File: src/rtl/otter_io_hub.sv
// OTTER IOBUS peripheral: switch/button inputs with debounce and sticky events,
// LED and seven-segment outputs, all behind a relocatable register block.
module otter_io_hub #(
    parameter logic [31:0] BASE_ADDR       = 32'h1100_0000,
    parameter int          N_SW            = 16,
    parameter int          N_BTN           = 5,
    parameter int          N_LED           = 16,
    parameter int          DIGITS          = 4,
    parameter int          DEBOUNCE_CYCLES = 250000,
    parameter int          SCAN_DIV        = 100000
) (
    input  logic              CLK,
    input  logic              RST_N,
    input  logic [31:0]       IOBUS_ADDR,
    input  logic [31:0]       IOBUS_OUT,
    input  logic              IOBUS_WR,
    output logic [31:0]       IOBUS_IN,
    input  logic [N_SW-1:0]   SWITCHES,
    input  logic [N_BTN-1:0]  BUTTONS,
    output logic [N_LED-1:0]  LEDS,
    output logic [7:0]        SEGS,
    output logic [DIGITS-1:0] AN,
    output logic              INTR
);
    localparam int CW = $clog2(DEBOUNCE_CYCLES);
    localparam int PW = $clog2(SCAN_DIV);
    localparam int DW = (DIGITS > 1) ? $clog2(DIGITS) : 1;

    logic [N_SW-1:0]            r_sw_s1, r_sw_s2;
    logic [N_BTN-1:0]           r_btn_s1, r_btn_s2, r_btn, r_evt, r_irq_en;
    logic [N_BTN-1:0][CW-1:0]   r_db_cnt;
    logic [N_BTN-1:0]           w_tgl, w_rise;
    logic [N_LED-1:0]           r_led;
    logic [4*DIGITS-1:0]        r_hex;
    logic                       r_en;
    logic [DIGITS-1:0]          r_blank, r_dp;
    logic [PW-1:0]              r_pre;
    logic [DW-1:0]              r_dig;
    logic [DIGITS-1:0]          r_an;
    logic [7:0]                 r_segs;
    logic                       r_intr;
    logic [31:0]                w_off, w_rd;
    logic [3:0]                 w_nib;
    logic                       w_wr_evt, w_wr_irq, w_wr_led, w_wr_hex, w_wr_sctl;

    function automatic logic [6:0] hexfont(input logic [3:0] n);
        case (n)
            4'h0: hexfont = 7'h40; 4'h1: hexfont = 7'h79; 4'h2: hexfont = 7'h24; 4'h3: hexfont = 7'h30;
            4'h4: hexfont = 7'h19; 4'h5: hexfont = 7'h12; 4'h6: hexfont = 7'h02; 4'h7: hexfont = 7'h78;
            4'h8: hexfont = 7'h00; 4'h9: hexfont = 7'h10; 4'hA: hexfont = 7'h08; 4'hB: hexfont = 7'h03;
            4'hC: hexfont = 7'h46; 4'hD: hexfont = 7'h21; 4'hE: hexfont = 7'h06; default: hexfont = 7'h0E;
        endcase
    endfunction

    assign w_off     = IOBUS_ADDR - BASE_ADDR;
    assign w_wr_evt  = IOBUS_WR && (w_off == 32'h08);
    assign w_wr_irq  = IOBUS_WR && (w_off == 32'h0C);
    assign w_wr_led  = IOBUS_WR && (w_off == 32'h20);
    assign w_wr_hex  = IOBUS_WR && (w_off == 32'h24);
    assign w_wr_sctl = IOBUS_WR && (w_off == 32'h28);

    // A button toggles on the last mismatching sample; a rise is a toggle from 0.
    always_comb begin
        w_tgl = '0;
        for (int i = 0; i < N_BTN; i++)
            w_tgl[i] = (r_btn_s2[i] != r_btn[i]) && (r_db_cnt[i] == CW'(DEBOUNCE_CYCLES - 1));
        w_rise = w_tgl & ~r_btn;
    end

    always_ff @(posedge CLK or negedge RST_N) begin
        if (!RST_N) begin
            r_sw_s1  <= '0;
            r_sw_s2  <= '0;
            r_btn_s1 <= '0;
            r_btn_s2 <= '0;
            r_btn    <= '0;
            r_db_cnt <= '0;
        end else begin
            r_sw_s1  <= SWITCHES;
            r_sw_s2  <= r_sw_s1;
            r_btn_s1 <= BUTTONS;
            r_btn_s2 <= r_btn_s1;
            for (int i = 0; i < N_BTN; i++) begin
                if (r_btn_s2[i] == r_btn[i] || w_tgl[i])
                    r_db_cnt[i] <= '0;
                else
                    r_db_cnt[i] <= r_db_cnt[i] + 1'b1;
            end
            r_btn <= r_btn ^ w_tgl;
        end
    end

    always_ff @(posedge CLK or negedge RST_N) begin
        if (!RST_N) begin
            r_evt    <= '0;
            r_irq_en <= '0;
            r_led    <= '0;
            r_hex    <= '0;
            r_en     <= 1'b0;
            r_blank  <= '0;
            r_dp     <= '0;
            r_intr   <= 1'b0;
        end else begin
            // Set after clear so a same-cycle new edge survives the W1C.
            r_evt  <= (r_evt & ~(w_wr_evt ? IOBUS_OUT[N_BTN-1:0] : '0)) | w_rise;
            r_intr <= |(r_evt & r_irq_en);
            if (w_wr_irq) r_irq_en <= IOBUS_OUT[N_BTN-1:0];
            if (w_wr_led) r_led    <= IOBUS_OUT[N_LED-1:0];
            if (w_wr_hex) r_hex    <= IOBUS_OUT[4*DIGITS-1:0];
            if (w_wr_sctl) begin
                r_en    <= IOBUS_OUT[0];
                r_blank <= IOBUS_OUT[8 +: DIGITS];
                r_dp    <= IOBUS_OUT[16 +: DIGITS];
            end
        end
    end

    assign w_nib = r_hex[4*int'(r_dig) +: 4];

    always_ff @(posedge CLK or negedge RST_N) begin
        if (!RST_N) begin
            r_pre  <= '0;
            r_dig  <= '0;
            r_an   <= '1;
            r_segs <= 8'hFF;
        end else begin
            if (r_pre == PW'(SCAN_DIV - 1)) begin
                r_pre <= '0;
                r_dig <= (r_dig == DW'(DIGITS - 1)) ? '0 : r_dig + 1'b1;
            end else begin
                r_pre <= r_pre + 1'b1;
            end
            if (r_en && !r_blank[r_dig]) begin
                r_an   <= ~(DIGITS'(1) << r_dig);
                r_segs <= {~r_dp[r_dig], hexfont(w_nib)};
            end else begin
                r_an   <= '1;
                r_segs <= 8'hFF;
            end
        end
    end

    always_comb begin
        w_rd = '0;
        case (w_off)
            32'h00: w_rd[N_SW-1:0]  = r_sw_s2;
            32'h04: w_rd[N_BTN-1:0] = r_btn;
            32'h08: w_rd[N_BTN-1:0] = r_evt;
            32'h0C: w_rd[N_BTN-1:0] = r_irq_en;
            32'h20: w_rd[N_LED-1:0] = r_led;
            32'h24: w_rd[4*DIGITS-1:0] = r_hex;
            32'h28: begin
                w_rd[0]           = r_en;
                w_rd[8 +: DIGITS]  = r_blank;
                w_rd[16 +: DIGITS] = r_dp;
            end
            default: w_rd = '0;
        endcase
    end

    assign IOBUS_IN = w_rd;
    assign LEDS     = r_led;
    assign SEGS     = r_segs;
    assign AN       = r_an;
    assign INTR     = r_intr;
endmodule

File: config.mk
export PLATFORM = sky130hd
export DESIGN_NAME = otter_io_hub
export DESIGN_NICKNAME = d
export VERILOG_FILES = /design/src/rtl/otter_io_hub.sv
export SDC_FILE = /design/constraint.sdc
export NUM_CORES = 1
export LEC_CHECK = 0
export ABC_AREA = 1
export CAP_MARGIN = 20
export CELL_PAD_IN_SITES_DETAIL_PLACEMENT = 0
export CELL_PAD_IN_SITES_GLOBAL_PLACEMENT = 1
export CORE_AREA = 2 2 142 214
export DETAILED_ROUTE_END_ITERATION = 16
export DIE_AREA = 0 0 144 216
export PLACE_DENSITY = 0.88
export SKIP_LAST_GASP = 1
export SLEW_MARGIN = 30
export SYNTH_ARGS = -nofsm -noshare
export SYNTH_HDL_FRONTEND = slang
export SYNTH_SLANG_ARGS = --single-unit
export TNS_END_PERCENT = 50
File: constraint.sdc
create_clock -name CLK -period 1.7 [get_ports CLK]
set_input_delay 0.34 -clock CLK [delete_from_list [all_inputs] [get_ports CLK]]
set_output_delay 0.34 -clock CLK [all_outputs]
set_load 0.01 [all_outputs]
**Yosys cells after proc, flatten, opt, wreduce, memory -nomap -nowiden**

Memory sizes are Yosys's and may differ from the RTL's.
Index checks and enable logic that the tools add are counted.

- Flip-flop bits (word level): 220
- Memory bits (read-only): 112
- Input port bits: 88
- Output and inout bits: 61
- Logic and storage cells: 105
- Memories kept: 1

- Add/sub/neg operators: 8
- Magnitude comparators: 1
- Eq/ne operators: 23
- Shifts and indexed selects: 2
- Multiplexer cells: 20
- Bitwise logic cells: 9
- Reduce and logical (&&, ||, !) cells: 19

Memories:

| name | words | bits a word | read ports | clocked after Yosys merged registers in | wr ports | RTL line | source |
|---|---|---|---|---|---|---|---|
| (no name shown) | 16 | 7 | 1 | 0 | 0 | 47 | `case (n)` |

Operators by type and width:

| operator | number |
|---|---|
| equality test 32 x 6 -> 1 bit, second input constant | 3 |
| adder 18 x 1 -> 18 bit, second input constant | 5 |
| equality test 18 bit, second input constant | 5 |
| 2-to-1 mux 18 bit | 5 |
| equality test 32 x 4 -> 1 bit, second input constant | 2 |
| equality test 32 x 3 -> 1 bit, second input constant | 1 |
| zero test 32 bit | 1 |
| subtractor 32 x 29 -> 32 bit, second input constant | 1 |
| case mux 4 bit (6 select lines) | 1 |
| adder 17 x 1 -> 17 bit, second input constant | 1 |
| equality test 17 bit, second input constant | 1 |
| 2-to-1 mux 17 bit | 1 |
| case mux 4 bit (4 select lines) | 1 |
| variable part select 16 x 5 -> 4 bit | 1 |
| AND 5 bit | 3 |
| case mux 4 bit (3 select lines) | 1 |
| logical AND 1 bit | 11 |
| inverter 5 bit | 2 |
| case mux 3 bit (3 select lines) | 1 |
| 2-to-1 mux 4 bit | 2 |
| 2-to-1 mux 8 bit | 1 |
| case mux 1 bit (7 select lines) | 1 |
| equality test 1 bit | 5 |
| logical OR 1 bit | 5 |
| other kinds (15) | 21 |

**Depth between registers and ports, before layout**

Gate-level depths: netlist of the first run.

- Word-level depth: 7
- Gate-level depth with buffers: 13
- Gate-level depth less buffers: 12

**Least setup slack after synthesis of the first run**

No wires, ideal clock.

- Path kind: register -> register
- Start point: register r_dig[0]
- End point: register r_segs[3], in the netlist SEGS[3]
- Setup time: 86 ps
- Data arrival time: 1,684 ps
- Data required time: 1,614 ps
- Path slack: -70 ps
- Cell stages (with the launch flop): 12
- Buffers on the path: 2
- Clock period less this slack: 1,770 ps
- Path through: dfrtp_1 > buf_4 > buf_4 > o21ai_0 > nand2_1 > nand2_1 > inv_1 > ha_1 > o21ai_1 > inv_1 > o21ai_0 > nand3_1

- Cells in the longest elaborated chain, start to end: 5
- Elaborated cells on any way between the ends: 7
- Classes of those cells: 1 x shift; 3 x mux; 2 x reduce/logical; 1 x memory

RTL lines:

| element | RTL line | source |
|---|---|---|
| start: declaration | 38 | `logic [DW-1:0] r_dig;` |
| start signal: assignment | 129 | `r_dig <= (r_dig == DW'(DIGITS - 1)) ? '0 : r_dig + 1'b1;` |
| branches (longest 4 deep; another with memory (16 x 7 bit)) | -- |  |
| 2-to-1 mux 8 bit * | 133 | `if (r_en && !r_blank[r_dig]) begin` |
| end signal: assignment | 135 | `r_segs <= {~r_dp[r_dig], hexfont(w_nib)};` |
| end: declaration | 40 | `logic [7:0] r_segs;` |

Mark *: on every way between the ends. The select of a mux whose other input is x is not followed.
A chain may end at the register's enable or synchronous reset.

**Worst setup path after layout of the first run**

- Start point: input port IOBUS_ADDR[11]
- End point: output port IOBUS_IN[2]

- Cells in the longest elaborated chain, start to end: 3
- Elaborated cells on any way between the ends: 8
- Classes of those cells: 1 x add/sub; 5 x eq/ne; 1 x mux; 1 x reduce/logical

RTL lines:

| element | RTL line | source |
|---|---|---|
| start: declaration | 14 | `input logic [31:0] IOBUS_ADDR,` |
| subtractor 32 x 29 -> 32 bit * | 55 | `assign w_off = IOBUS_ADDR - BASE_ADDR;` |
| equality test 32 x 6 -> 1 bit (tied with other cells) | 145 | `case (w_off)` |
| case mux 4 bit (6 select lines) * | 145 |  |
| end: declaration | 17 | `output logic [31:0] IOBUS_IN,` |

Mark *: on every way between the ends. The rest lies on a longest branch, timed or not.

==> flow_summary.json, run 1 <==
{
  "num_io_pins": 149,
  "grt_max_degree": 51,
  "power.density_nw_per_um2": 799,
  "power_w": 0.0118,
  "detail_route.wirelength_um": 26700,
  "track_usage_pct": 16.9,
  "synthCells": 1305,
  "die_w_um": 144,
  "clk_pin_slew_worst_paths_ps": 60,
  "routabilityCongestion": 0.879,
  "hold_class": "primary input to register",
  "finalCritPeriodShare_pct": 120,
  "setup_ws_ps": -334,
  "skew_ps": 24.8,
  "rsz0062_at_grt": "yes",
  "synth-seq-area-share_pct": 50.2,
  "setup.worst_path.class": "primary input to primary output",
  "final-max-slew-violation-count": 0,
  "final_util_pct": 50.6,
  "synth-seq-cells": 220,
  "crit_path_start_kind": "primary input",
  "clock_latency_ps": 520,
  "reg2reg_depth": 11,
  "timing.fmax_mhz": 492,
  "critPathMaxFanout": 5,
  "period_minus_slack_ps": 2030,
  "via_count": 9132,
  "rows": 77,
  "cts.sinks": 220,
  "drc_errors": 0,
  "hold_path_depth": 1,
  "ant_nets": 0,
  "fin_nets": 1634,
  "core-area_um2": 29200,
  "netlist.area_leader.share_pct": 47.4,
  "antenna_found_initial": 0,
  "cts_buffer_depth": 3,
  "die_h_um": 216,
  "antenna_cells": 0,
  "yosys_warnings": 0,
  "avgSynthCellArea_um2": 8.42,
  "setup_viol": 23,
  "cp-end-kind": "primary output",
  "leakage_nw": 7.17,
  "ys_top_cells_by_area": "dfrtp_1 47%, nand2_1 11%, nor2_1 5.9%",
  "syn_area_um2": 11000,
  "die_area_um2": 31100,
  "peakVddDrop_mv": 0.801,
  "viasPerCell": 4.70,
  "drtPass1Iterations": 5,
  "cp_slowest_cell": "nor2_4",
  "drv_cap": 0,
  "finalHoldViolations": 0,
  "dp_hpwl_um": 19400,
  "worstPathRequired_ps": 1360,
  "arrival_ps": 1690,
  "yosysTopAreaCell": "dfrtp_1",
  "setup_tns_ps": -5500,
  "slowest_delay_ps": 240,
  "pre_cts_ws_ps": -1180,
  "drt_iter0_drc": 449,
  "portBuffers": 124,
  "path_cells": "buf_6, nor2_4, nand2_2, nor2_8, nand3_4, nor2_4, buf_6, nand2_4, nand2_2, nor2_2, nand2_2, buf_6",
  "drive_above_1_share_pct": 25.8,
  "cts_made_buffers": 23,
  "grt_pass1_vias": 9155,
  "status": "finished, violations left",
  "root_buffer": "clkbuf_16",
  "start_util_pct": 37.6,
  "grt_overflow": 0,
  "grt_pass1_wl_um": 43200,
  "tritoncts": "done",
  "cts-htree-levels": 1,
  "synthDistinctLibCells": 38,
  "wl_per_cell_um": 13.8,
  "violations": "negative setup slack",
  "syn_to_final_growth_pct": 34.4
}
## routing by layer
metal | track usage, % | vias to the layer above | wire (um)
met2 | 31.7 | 183 | 14300
met3 | 2.66 | 61 | 1110
li1 | - | 4585 | -
met4 | 5.95 | 0 | 1030
met1 | 19.2 | 4303 | 10200
met5 | 0 | - | 0
## cell type report
cell class | count | area, um^2
multi-input cells | 890 | 4970
repair inverters | 1 | 5.00
repair buffers | 218 | 2200
inverters | 176 | 677
flip-flops and latches | 220 | 5520
clock buffers | 27 | 611
fillers | 2632 | 14400
well taps | 395 | 494
clock inverters | 15 | 288
## layout by cell type, fill, tap and decap left out, types with 26 or more instances in the layout
cell type        count
nand2_1            263
dfrtp_1            205
clkdlybuf4s50_1     42
a21oi_1             26
buf_4               61
nor3_1              72
o21ai_0             34
buf_6               38
inv_1              158
o21ai_2             45
nor2_1             152
nand3_1             46
nand2_2             57
## cells in the mapped netlist, drive strengths merged
library cell,number
nor2,188
buf,30
nor3,75
conb,1
inv,175
clkinv,1
dfstp,12
o21bai,9
a221oi,1
ha,16
a21oi,26
and3,3
a32o,1
nor4,9
o211ai,5
nand2,336
nor3b,6
a31oi,4
o21ai,83
xor2,21
xnor2,5
dfrtp,208
or2,2
nand4,24
nand3,64
## cell families (layout without fill, tap and decap cells)
kind of cell / Yosys count / after routing / synth area share, %
xor gates and xnor gates: 26 / 26 / 2.07
buffers and inverters: 206 / 437 / 8.47
other: 1 / 12 / 0.0341
DFF: 220 / 220 / 50.2
adders and majority gates: 16 / 16 / 1.82
and+or+nand+nor: 707 / 707 / 29.5
AOI/OAI and AO/OA: 129 / 129 / 7.81
## where the power goes
| group | leakage [nW] | internal [W] | switching (W) |
|---|---|---|---|
| Clock | 0.434 | 0.00379 | 0.00210 |
| Combinational | 3.86 | 0.000252 | 0.000298 |
| Sequential | 2.88 | 0.00532 | 0.0000498 |
## what timing repair did
item / 4_1_cts / 5_1_grt
endpoints found under the hold margin: 43 / 0
setup buffers: 15 / 16
pin swaps: 52 / 52
gates resized for setup: 265 / 117
endpoints found under the setup margin: 58 / 96
gates cloned: 0 / 2
hold buffers: 1 / 0
## flip-flops by register name, summed over array words and instances (netlist names), named ones only
name / count
r_sw_s1: 16
r_blank: 4
r_dig: 2
r_sw_s2: 16
SEGS: 8
r_btn_s1: 5
AN: 4
LEDS: 16
r_hex: 16
r_pre: 17
INTR: 1
r_en: 1
r_db_cnt: 90
r_btn_s2: 5
r_irq_en: 5
r_evt: 5
r_dp: 4
## worst max-delay path: cells and delay by family
family | cells | cell delay, ps
and+or+nand+nor | 9 | 960
buffers and inverters | 3 | 380
## worst paths after layout
path	startpoint	end	slack (ps)
worst max-delay path	IOBUS_ADDR[11]	IOBUS_IN[2]	-330
worst min-delay path	SWITCHES[15]	r_sw_s1[15]$_DFF_PN0_	260
worst max register to register	r_dig[0]$_DFFE_PN0N_	SEGS[5]$_DFF_PN1_	-120
worst min register to register	r_btn_s1[1]$_DFF_PN0_	r_btn_s2[1]$_DFF_PN0_	350
max in group asynchronous	RST_N	AN[2]$_DFF_PN1_	710
min in group asynchronous	RST_N	r_sw_s1[13]$_DFF_PN0_	330
## stage by stage
stage	cell area, um^2	hold slack, ps	std cells
3_5_place_dp	13200	291	1872
3_3_place_gp	13200	294	1872
4_1_cts	14300	240	1928
2_1_floorplan	11000	44.4	1316
6_report	14800	257	1942
5_1_grt	14800	255	1942
Power figures use the tool's default switching activity.
==> run 2, diff against run 1 <==
==> constraint.sdc (replaced) <==
create_clock -name CLK -period 1.7 [get_ports CLK]
set_input_delay 0.34 -clock CLK [delete_from_list [all_inputs] [get_ports CLK]]
set_output_delay 0.34 -clock CLK [all_outputs]
set_load 0.02 [all_outputs]
==> flow_summary.json, run 2 (synthesis gave the netlist of run 1 again) <==
{
  "final_common_cell": "nand2_1",
  "worstPathRequired_ps": 1360,
  "final_util_pct": 50.6,
  "finalHoldViolations": 0,
  "drive_above_1_share_pct": 26.5,
  "grt_pass1_wl_um": 44400,
  "viasPerCell": 4.70,
  "grt_pass1_vias": 9167,
  "routabilityCongestion": 0.882,
  "drtPass1Iterations": 7,
  "cts.sinks": 220,
  "crit_path_start_kind": "primary input",
  "dp_hpwl_um": 19800,
  "detail_route.wirelength_um": 26700,
  "final-max-slew-violation-count": 0,
  "tritoncts": "done",
  "top_register": "r_db_cnt",
  "arrival_ps": 1710,
  "ant_nets": 0,
  "status": "finished, violations left",
  "pre_cts_ws_ps": -1260,
  "cts-htree-levels": 1,
  "power.density_nw_per_um2": 748,
  "antenna_found_initial": 0,
  "setup_ws_ps": -348,
  "portBuffers": 124,
  "peakVddDrop_mv": 0.699,
  "root_buffer": "clkbuf_16",
  "die_w_um": 144,
  "start_util_pct": 37.6,
  "setup.worst_path.class": "primary input to primary output",
  "cts_buffer_depth": 3,
  "nFillCells": 2688,
  "die_h_um": 216,
  "period_minus_slack_ps": 2050,
  "die_area_um2": 31100,
  "syn_to_final_growth_pct": 34.4,
  "power_w": 0.0110,
  "num_io_pins": 149,
  "skew_ps": 8.13,
  "violations": "negative setup slack",
  "rsz0062_at_grt": "yes",
  "final_cell_mix": "272 x nand2_1, 207 x dfrtp_1, 155 x inv_1, 141 x nor2_1, 71 x nor3_1",
  "grt_overflow": 0,
  "track_usage_pct": 17.6,
  "cp-end-kind": "primary output",
  "finalCritPeriodShare_pct": 120,
  "critPathMaxFanout": 5,
  "wl_per_cell_um": 13.8,
  "via_count": 9112,
  "largest_reg_flops": 90,
  "antenna_cells": 0,
  "drv_cap": 0,
  "timing.fmax_mhz": 488,
  "drc_errors": 0,
  "hold_class": "primary input to register",
  "clock_latency_ps": 520,
  "cts_made_buffers": 23,
  "setup_viol": 20,
  "reg.largest.list": "r_db_cnt: 90 flops, r_pre: 17 flops",
  "leakage_nw": 7.09,
  "grt_max_degree": 57,
  "clk_pin_slew_worst_paths_ps": 60,
  "fin_nets": 1634,
  "drt_iter0_drc": 405,
  "core-area_um2": 29200,
  "rows": 77,
  "setup_tns_ps": -5930
}
-- run 2: path summary, 6_finish.rpt --
kind                                           start                     to  slack, ps  depth (start not counted)
worst max-delay path                  IOBUS_ADDR[23]            IOBUS_IN[3]       -350                         12
worst max register to register  r_dig[0]$_DFFE_PN0N_      SEGS[0]$_DFF_PN1_         90                         10
min in group asynchronous                      RST_N  r_sw_s2[11]$_DFF_PN0_        300                          2
max in group asynchronous                      RST_N   r_sw_s1[2]$_DFF_PN0_        760                          3
worst min-delay path                    SWITCHES[14]  r_sw_s1[14]$_DFF_PN0_        260                          1
worst min register to register  r_sw_s1[5]$_DFF_PN0_   r_sw_s2[5]$_DFF_PN0_        350                          0
-- run 2: stage by stage --
| step | cells | hold slack [ps] | area (um^2) |
|---|---|---|---|
| 6_report | 1940 | 259 | 14800 |
| 5_1_grt | 1940 | 243 | 14800 |
| 4_1_cts | 1932 | 235 | 14300 |
| 3_5_place_dp | 1884 | 248 | 13400 |
| 3_3_place_gp | 1884 | 250 | 13400 |
| 2_1_floorplan | 1316 | 44.4 | 11100 |
-- run 2: metal layers --
| metal | global-route usage (%) | vias to the layer above | part of all wire (%) |
|---|---|---|---|
| met2 | 32.5 | 151 | 54 |
| met4 | 6.54 | 0 | 3.0 |
| met3 | 1.78 | 40 | 3.3 |
| li1 | - | 4573 | - |
| met1 | 20.7 | 4348 | 40 |
| met5 | 0 | - | 0 |
-- run 2: cell type report --
type / count / area (um^2) / share of cell area, %
Clock inverter: 8 / 98.8 / 0.669
Clock buffer: 32 / 669 / 4.53
Timing Repair Buffer: 219 / 2260 / 15.3
Multi-Input combinational cell: 890 / 5040 / 34.1
Sequential cell: 220 / 5520 / 37.4
Tap cell: 395 / 494 / 3.35
Inverter: 176 / 684 / 4.63
-- run 2: critical path, stage by stage --
cell     delay, ps
buf_6           90
nor2_4          90
nand2_2         70
nor2_4         200
nand3_4        180
nor2_8         200
buf_6          140
nand2_1         50
nand2_1         70
nor2_2          50
nand2_2         90
buf_6          130
-- run 2: what timing repair did --
item,in CTS,in global routing
gates resized for setup,303,131
hold buffers,1,0
endpoints found under the setup margin,64,121
setup buffers,6,9
gates cloned,1,0
pin swaps,51,52
hold endpoints to repair,29,0
-- run 2: power by group --
| part | switching [W] | internal (W) |
|---|---|---|
| clock network | 0.00206 | 0.00305 |
| registers | 0.0000492 | 0.00532 |
| logic | 0.000316 | 0.000250 |
| total | 0.00243 | 0.00862 |
==> run 3, diff against run 2 <==
--- a/config.mk
+++ b/config.mk
@@ -9,10 +9,10 @@
 export CAP_MARGIN = 20
 export CELL_PAD_IN_SITES_DETAIL_PLACEMENT = 0
 export CELL_PAD_IN_SITES_GLOBAL_PLACEMENT = 1
-export CORE_AREA = 2 2 142 214
+export CORE_AREA = 2 2 174 176
 export DETAILED_ROUTE_END_ITERATION = 16
-export DIE_AREA = 0 0 144 216
-export PLACE_DENSITY = 0.88
+export DIE_AREA = 0 0 176 178
+export PLACE_DENSITY = 0.87
 export SKIP_LAST_GASP = 1
 export SLEW_MARGIN = 30
 export SYNTH_ARGS = -nofsm -noshare
==> flow_summary.json, run 3 (synthesis gave the netlist of run 1 again) <==
{
  "grt_max_degree": 51,
  "setup_ws_ps": -345,
  "viasPerCell": 4.66,
  "fin_nets": 1633,
  "ant_nets": 0,
  "routabilityCongestion": 0.833,
  "crit_path_start_kind": "primary input",
  "syn_to_final_growth_pct": 34.6,
  "detail_route.wirelength_um": 26300,
  "power_w": 0.0114,
  "fin_area_um2": 14800,
  "cts_made_buffers": 25,
  "top_register": "r_db_cnt",
  "skew_ps": 27.3,
  "clock_latency_ps": 540,
  "setup.worst_path.class": "primary input to primary output",
  "arrival_ps": 1700,
  "largest_reg_flops": 90,
  "setup_tns_ps": -5350,
  "cp_slowest_cell": "nor2_8",
  "stdcell_count": 1939,
  "clk_pin_slew_worst_paths_ps": 60,
  "portBuffers": 124,
  "via_count": 9027,
  "drtPass1Iterations": 5,
  "reg.largest.list": "r_db_cnt: 90 flops, r_pre: 17 flops",
  "slowest_delay_ps": 160,
  "rows": 63,
  "finalHoldViolations": 0,
  "period_minus_slack_ps": 2040,
  "timing.fmax_mhz": 489,
  "cts-htree-levels": 1,
  "wl_per_cell_um": 13.6,
  "final_cell_mix": "269 x nand2_1, 207 x dfrtp_1, 158 x inv_1, 147 x nor2_1, 71 x nor3_1",
  "critPathMaxFanout": 7,
  "peakVddDrop_mv": 0.661,
  "dp_hpwl_um": 19300,
  "grt_overflow": 0,
  "cts.sinks": 220,
  "violations": "negative setup slack",
  "grt_pass1_wl_um": 43400,
  "leakage_nw": 7.10,
  "setup_viol": 20,
  "rsz0062_at_grt": "yes",
  "finalCritPeriodShare_pct": 120,
  "grt_pass1_vias": 8765,
  "track_usage_pct": 16.9,
  "worstPathRequired_ps": 1360,
  "start_util_pct": 37.4,
  "cpLargestDelayFamily": "simple AND/OR/NAND/NOR gates",
  "status": "finished, violations left",
  "crit_buf_inv": 5,
  "root_buffer": "clkbuf_16",
  "placed_cells": 1876,
  "die_h_um": 178,
  "drc_errors": 0,
  "drt_iter0_drc": 531,
  "core-area_um2": 29400,
  "tritoncts": "done",
  "cp-end-kind": "primary output",
  "r2r_slack_ps": 80,
  "final-max-slew-violation-count": 0,
  "hold_class": "primary input to register",
  "final_common_cell": "nand2_1",
  "drv_cap": 0,
  "path_cells": "buf_6, nor2_4, nand2_4, nor2_8, nand3_4, buf_12, nor2_8, buf_8, buf_6, nand2_2, nand4_1, buf_4",
  "antenna_found_initial": 1,
  "power.density_nw_per_um2": 771,
  "num_io_pins": 149,
  "die_area_um2": 31300,
  "die_w_um": 176,
  "cts_buffer_depth": 3,
  "drive_above_1_share_pct": 26.6,
  "place_area_um2": 13400
}
## run 3: worst paths after layout
check	cells past startpoint	startpoint	endpoint
worst max-delay path	12	IOBUS_ADDR[9]	IOBUS_IN[11]
worst min register to register	0	r_sw_s1[1]$_DFF_PN0_	r_sw_s2[1]$_DFF_PN0_
worst max register to register	9	r_dig[0]$_DFFE_PN0N_	SEGS[6]$_DFF_PN1_
worst min-delay path	1	SWITCHES[7]	r_sw_s1[7]$_DFF_PN0_
min in group asynchronous	2	RST_N	r_pre[2]$_DFF_PN0_
max in group asynchronous	3	RST_N	SEGS[0]$_DFF_PN1_
## run 3: report_power, final
| group | leakage (nW) | switching (W) | total [W] | internal [W] |
|---|---|---|---|---|
| clock network | 0.420 | 0.00218 | 0.00545 | 0.00327 |
| logic | 3.80 | 0.000323 | 0.000583 | 0.000260 |
| registers | 2.88 | 0.0000474 | 0.00537 | 0.00532 |
| total | 7.10 | 0.00255 | 0.0114 | 0.00885 |
## run 3: stage by stage
| stage | hold WS, ps | setup WS, ps | utilization [%] |
|---|---|---|---|
| 3_3_place_gp | 293 | -1210 | 45.4 |
| 3_5_place_dp | 293 | -1230 | 45.4 |
| 6_report | 239 | -345 | 50.3 |
| 4_1_cts | 227 | -330 | 48.9 |
| 5_1_grt | 240 | -410 | 50.3 |
| 2_1_floorplan | 44.4 | -48.1 | - |
## run 3: layout make-up
class | count | area (um^2)
multi-input cells | 890 | 5000
clock buffers | 34 | 719
well taps | 390 | 488
clock inverters | 12 | 120
fillers | 2674 | 14600
inverters | 176 | 677
repair buffers | 216 | 2260
diodes | 1 | 2.50
flip-flops and latches | 220 | 5520
## run 3: metal layers
metal | track usage (%) | part of all wire, % | vias up | wire, um
li1 | - | - | 4574 | -
met1 | 22.2 | 44 | 4258 | 11700
met2 | 29.0 | 49 | 152 | 12900
met3 | 2.51 | 3.8 | 43 | 1000
met4 | 4.89 | 2.7 | 0 | 701
met5 | 0 | 0 | - | 0
## run 3: what timing repair did
action | in CTS | in global routing
resized for setup | 319 | 111
hold buffers | 1 | 0
buffers inserted | 7 | 8
endpoints found under the hold margin | 37 | 0
gates cloned | 1 | 0
endpoints found under the setup margin | 73 | 110
pin swaps | 55 | 52
